`src/rtl/three_a_minus_two_b_seq.sv`:
```
// three_a_minus_two_b_seq
//   Multi-cycle sequencer computing 3A - 2B through one shared external
//   adder-subtractor. The state machine steps 2A, 3A, 2B, then 3A - 2B.
//   Each step's adder output and flags are registered on the edge that
//   leaves the state. A valid/ready handshake is used on both sides.
//
// Ports
//   clk, reset                  rising-edge clock, async active-high reset
//   in_valid/in_ready           input handshake for a_in, b_in, signed_mode
//   add_a/add_b/add_sub/
//   add_signed                  drive to the adder (add_sub = 1 subtracts)
//   add_result/add_carry/
//   add_overflow/add_borrow     adder outputs, sampled each compute step
//   out_valid/out_ready         output handshake
//   result                      3A - 2B modulo 2^WIDTH
//   overflow                    sticky signed overflow over all steps
//   carry                       sticky carry from the three add steps
//   borrow                      borrow from the final subtract
//
// Optional feature (macro SEQ_SKIP_ZERO_B_EN)
//   When defined, a zero B skips the 2B and subtract steps. The result is
//   then 3A with borrow = 0, after a latency of 2 cycles instead of 4.

module three_a_minus_two_b_seq #(
    parameter int unsigned WIDTH = 16
) (
    input  logic             clk,
    input  logic             reset,
    input  logic             in_valid,
    output logic             in_ready,
    input  logic [WIDTH-1:0] a_in,
    input  logic [WIDTH-1:0] b_in,
    input  logic             signed_mode,
    output logic [WIDTH-1:0] add_a,
    output logic [WIDTH-1:0] add_b,
    output logic             add_sub,
    output logic             add_signed,
    input  logic [WIDTH-1:0] add_result,
    input  logic             add_carry,
    input  logic             add_overflow,
    input  logic             add_borrow,
    output logic             out_valid,
    input  logic             out_ready,
    output logic [WIDTH-1:0] result,
    output logic             overflow,
    output logic             carry,
    output logic             borrow
);

    typedef enum logic [2:0] {
        StIdle,
        StTwoA,
        StThreeA,
        StTwoB,
        StSub,
        StDone
    } state_e;

    state_e state_q, state_d;

    logic [WIDTH-1:0] a_q, b_q, two_a_q, three_a_q, two_b_q, result_q;
    logic             s_q, overflow_q, carry_q, borrow_q;

    always_ff @(posedge clk or posedge reset) begin
        if (reset) begin
            state_q <= StIdle;
        end else begin
            state_q <= state_d;
        end
    end

    // Next state and adder drive; operands come only from registers.
    always_comb begin
        state_d    = state_q;
        in_ready   = 1'b0;
        out_valid  = 1'b0;
        add_a      = '0;
        add_b      = '0;
        add_sub    = 1'b0;
        add_signed = 1'b0;
        unique case (state_q)
            StIdle: begin
                in_ready = 1'b1;
                if (in_valid) state_d = StTwoA;
            end
            StTwoA: begin
                add_a      = a_q;
                add_b      = a_q;
                add_signed = s_q;
                state_d    = StThreeA;
            end
            StThreeA: begin
                add_a      = two_a_q;
                add_b      = a_q;
                add_signed = s_q;
`ifdef SEQ_SKIP_ZERO_B_EN
                state_d    = (b_q == '0) ? StDone : StTwoB;
`else
                state_d    = StTwoB;
`endif
            end
            StTwoB: begin
                add_a      = b_q;
                add_b      = b_q;
                add_signed = s_q;
                state_d    = StSub;
            end
            StSub: begin
                add_a      = three_a_q;
                add_b      = two_b_q;
                add_sub    = 1'b1;
                add_signed = s_q;
                state_d    = StDone;
            end
            StDone: begin
                out_valid = 1'b1;
                if (out_ready) state_d = StIdle;
            end
            default: state_d = StIdle;
        endcase
    end

    // Datapath capture. The handshake only occurs in StIdle, so it never
    // collides with a compute-step capture.
    always_ff @(posedge clk or posedge reset) begin
        if (reset) begin
            a_q        <= '0;
            b_q        <= '0;
            s_q        <= 1'b0;
            two_a_q    <= '0;
            three_a_q  <= '0;
            two_b_q    <= '0;
            result_q   <= '0;
            overflow_q <= 1'b0;
            carry_q    <= 1'b0;
            borrow_q   <= 1'b0;
        end else begin
            if (in_valid && in_ready) begin
                a_q        <= a_in;
                b_q        <= b_in;
                s_q        <= signed_mode;
                overflow_q <= 1'b0;
                carry_q    <= 1'b0;
                borrow_q   <= 1'b0;
            end
            case (state_q)
                StTwoA: begin
                    two_a_q    <= add_result;
                    carry_q    <= carry_q | add_carry;
                    overflow_q <= overflow_q | (add_overflow & s_q);
                end
                StThreeA: begin
                    three_a_q  <= add_result;
                    carry_q    <= carry_q | add_carry;
                    overflow_q <= overflow_q | (add_overflow & s_q);
`ifdef SEQ_SKIP_ZERO_B_EN
                    // Borrow was already cleared at the handshake.
                    if (b_q == '0) result_q <= add_result;
`endif
                end
                StTwoB: begin
                    two_b_q    <= add_result;
                    carry_q    <= carry_q | add_carry;
                    overflow_q <= overflow_q | (add_overflow & s_q);
                end
                StSub: begin
                    // The carry of the subtract step is deliberately not merged.
                    result_q   <= add_result;
                    borrow_q   <= add_borrow;
                    overflow_q <= overflow_q | (add_overflow & s_q);
                end
                default: ;
            endcase
        end
    end

    assign result   = result_q;
    assign overflow = overflow_q;
    assign carry    = carry_q;
    assign borrow   = borrow_q;

endmodule

```
`config.mk`:
```
export PLATFORM = sky130hd
export DESIGN_NAME = three_a_minus_two_b_seq
export DESIGN_NICKNAME = d
export VERILOG_FILES = /design/src/rtl/three_a_minus_two_b_seq.sv
export SDC_FILE = /design/constraint.sdc
export NUM_CORES = 1
export LEC_CHECK = 0
export CAP_MARGIN = 10
export CORE_MARGIN = 1.5
export CORE_UTILIZATION = 52
export DETAILED_ROUTE_END_ITERATION = 16
export PLACE_DENSITY = 0.81
export SLEW_MARGIN = 40
export SYNTH_ARGS = -nofsm -noshare
export SYNTH_HDL_FRONTEND = slang
export SYNTH_SLANG_ARGS = --single-unit
```
`constraint.sdc`:
```
create_clock -name clk -period 10.9 [get_ports clk]
set_clock_uncertainty 0.15 [all_clocks]
set_input_delay 2.18 -clock clk [delete_from_list [all_inputs] [get_ports clk]]
set_output_delay 2.18 -clock clk [all_outputs]
set_load 0.005 [all_outputs]
```
==> key figures <==
Synth
  • Most frequently used cell type in the post-synthesis netlist: sky130_fd_sc_hd__dfrtp_1
  • Count of mapped cells out of synthesis: 352
  • Top flip-flop cell by instance count after synthesis: sky130_fd_sc_hd__dfrtp_1
  • Sequential fraction of the synthesis area: 53.66%
  • Post-synth net total: 408
  • Share of synthesized registers carrying an async set or reset: 100.0%
  • Leading area contributor after synthesis: sky130_fd_sc_hd__dfrtp_1
  • Ys Warns: 0
  • Top cells by instance count after synthesis: 103 x sky130_fd_sc_hd__dfrtp_1, 91 x sky130_fd_sc_hd__mux2_2, 25 x sky130_fd_sc_hd__mux2i_1
  • Post-Synthesis Cell Area: 4803 um^2
  • Number of synthesized register bits: 103
  • Distinct cells, synth: 30
  • EDFF count, synth: 0
  • Synth top area cells: sky130_fd_sc_hd__dfrtp_1 54%, sky130_fd_sc_hd__mux2_2 21%, sky130_fd_sc_hd__mux2i_1 5.2%
  • Post-synth top area share: 53.66%
  • Average footprint of a synthesized cell: 13.65 um^2

Power
  • Maximum vdd ir drop: 0.1320 mV
  • Cell Pwr Density: 310.9 nW/um^2
  • Leakage power: 2.493 nW

Placed design
  • Quantity of I/O buffers inserted on ports: 110
  • Instance area at placement: 5943 um^2
  • Routability cong.: 0.9189
  • Post-DP HPWL: 8125 um

Min path
  • End point of the worst hold path: three_a_q[0]$_DFFE_PP0N_
  • Startpoint of the tightest hold check path: three_a_q[0]$_DFFE_PP0N_
  • Min-Delay Path Class: reg2reg
  • Number of cells on the worst hold path: 1

STA
  • RSZ-0062 raised after global routing: false
  • Pins over their slew limit: 0
  • Final-layout setup total negative slack: 0 ns
  • Post-layout min period: 4.993 ns
  • Tightest Pin Transition: 0.7360 ns
  • Max transition margin: 50.83%
  • Fmax: 200.3 MHz
  • Final setup vio count: 0
  • Post-route fraction of the period consumed by the critical path: 45.81%
  • Final Hold Fails: 0

Floorplan
  • Row Count: 34
  • Core area: 8848 um^2
  • DIE AREA: 9823 um^2
  • Height of the chip: 99.11 um
  • Die width: 99.11 um
  • IO Pins: 111
  • Initial core utilization: 54.28%

GRT
  • Congestion Overflow GR: 0
  • Number of antenna violations at the first check in global routing: 0
  • Maximum number of pins on one net before global-route repair: 56
  • First-pass GRT wire length: 18420 um
  • Vias in the first global route: 3383
  • Combined global-route utilization of all metal layers: 24.42%

Route
  • Number of design rule violations left after detail routing: 0
  • Detailed Routing Iterations Pass 1: 4
  • Via count: 3397
  • Detailed Route WL: 11420 um
  • Detailed-route wire length per cell: 20.04 um
  • Via/cell ratio: 5.960
  • First DRT Iteration DRCs: 249
  • Number of nets with antenna violations after routing: 0

CTS
  • TritonCTS Buffers: 9
  • Clock root buffer master: sky130_fd_sc_hd__clkbuf_8
  • Post-cts resize count: 0
  • H-tree depth reported by CTS: 3
  • Clk slew on worst S/H paths: 0.10 ns
  • CTS Hold Bufs: 0
  • Setup Fix Bufs, Post-CTS: 0
  • Clock sinks: 103
  • Maximum buffer depth of the clock tree: 2
  • TritonCTS clock tree: yes
  • Clock latency reported for the late side of the worst-skew pair: 0.37 ns

Worst setup path
  • Type of the worst setup path: reg2out
  • Peak per-stage delay on the critical path: 0.71 ns
  • Data arrival time of the critical path: 2.66 ns
  • Critical-path top delay cell: sky130_fd_sc_hd__dfrtp_2
  • Crit path capture type: output port
  • Data required time at the worst endpoint: 8.57 ns
  • Cell breakdown of the critical path: nor3b_4, buf_4, a32oi_1, o21ai_0, clkdlybuf4s50_1
  • Crit Reg-Reg Startpoint: state_q[1]$_DFFE_PP0P_
  • Worst R2R Path Depth: 5
  • Highest fanout seen on the critical path: 50
  • Element type at the critical path start: flip-flop
  • Setup slack of the worst register-to-register path: 7.89 ns
  • Worst reg2reg path endpoint: three_a_q[8]$_DFFE_PP0N_

Finish
  • Post-synthesis to final-layout area growth: 27.92%
  • Diodes inserted: 0
  • Proportion of layout cells with a drive suffix above 1: 27.27%
  • Final standard cell area without fillers: 6145 um^2
  • Nets: 513

Flow run
  • Max-cap violation count: 0

Run status
  • Result of the run: finished, final reports clean
==> state kept, by name, indices dropped and copies added, names as in the netlist <==
register   count
s_q            1
carry          1
overflow       1
borrow         1
b_q           16
state_q        3
result        16
two_b_q       16
a_q           16
three_a_q     16
two_a_q       16
==> stage by stage <==
| step | hold WS (ns) | std cells | worst slack, ns | util, % | power [mW] |
|---|---|---|---|---|---|
| 2_1_floorplan | 0.3079 | 352 | 5.866 | - | 1.254 |
| 3_3_place_gp | 0.3208 | 551 | 6.058 | 66.95 | 1.647 |
| 3_5_place_dp | 0.3305 | 553 | 6.298 | 67.17 | 1.681 |
| 4_1_cts | 0.3544 | 569 | 5.876 | 69.32 | 1.917 |
| 5_1_grt | 0.3698 | 570 | 5.723 | 69.44 | 2.032 |
| 6_report | 0.3542 | 570 | 5.907 | 69.44 | 1.910 |
==> power breakdown <==
part	internal, mW	leakage, nW	switching (mW)
clock	0.0882	0.0949	0.141
sequential	0.580	1.22	0.157
combinational	0.578	1.18	0.366
==> layout make-up <==
cell class	count	area (um^2)
inverter	1	6.256
clock inverter	7	66.31
fill	660	2704
timing repair buffer	119	1172
tap	108	135.1
clock buffer	9	123.9
multi-input combinational	223	2062
sequential	103	2579
==> cell usage in the layout, fill, tap and decap left out, drive strengths merged <==
master and count:
a21oi 2, a221o 14, a221oi 1, a22o 1, a31oi 1, a32oi 18, and2 1, and3b 1
buf 9, clkbuf 9, clkdlybuf4s50 110, clkinv 3, clkinvlp 1, dfrtp 103, inv 4, mux2 97
mux2i 25, nand2 3, nand2b 3, nand3b 1, nor2 12, nor2b 16, nor3 1, nor3b 2
nor4b 1, o21ai 20, o21ba 2, or2 1
==> metal layers <==
metal	track usage (%)	vias to the layer above	wire length, um
li1	-	1530	-
met1	36.15	1733	5216
met2	36.50	122	5317
met3	4.849	12	717
met4	8.126	0	171
met5	0	-	0
==> kinds of logic (layout without fill, tap and decap cells) <==
| kind of cell | Yosys count | in the layout | share of synthesized area [%] |
|---|---|---|---|
| multiplexers | 122 | 122 | 27.95 |
| flip-flops | 103 | 103 | 53.66 |
| buffers and inverters | 26 | 136 | 3.595 |
| AO/OA/AOI/OAI | 59 | 59 | 9.404 |
| AND/OR/NAND/NOR | 42 | 42 | 5.392 |
==> critical path: cells and delay by family, from the launching register on <==
family | cells | cell delay (ns)
simple gates | 1 | 0.26
compound gates | 2 | 0.24
flops | 1 | 0.71
buf+inv | 2 | 1.08
==> worst max path at each step <==
stage | from | end | slack, ns | cells past startpoint
6_report | state_q[2]$_DFFE_PP0P_ | add_b[6] | 5.91 | 5
5_1_grt | state_q[2]$_DFFE_PP0P_ | add_b[7] | 5.72 | 5
4_1_cts | state_q[2]$_DFFE_PP0P_ | add_b[6] | 5.88 | 5
3_5_place_dp | state_q[2]$_DFFE_PP0P_ | add_b[6] | 6.30 | 5
3_3_place_gp | state_q[2]$_DFFE_PP0P_ | add_a[15] | 6.06 | 4
2_1_floorplan | reset | a_q[0]$_DFFE_PP0P_ | 5.87 | 1
Note: power is estimated with default switching activity, not from simulation.
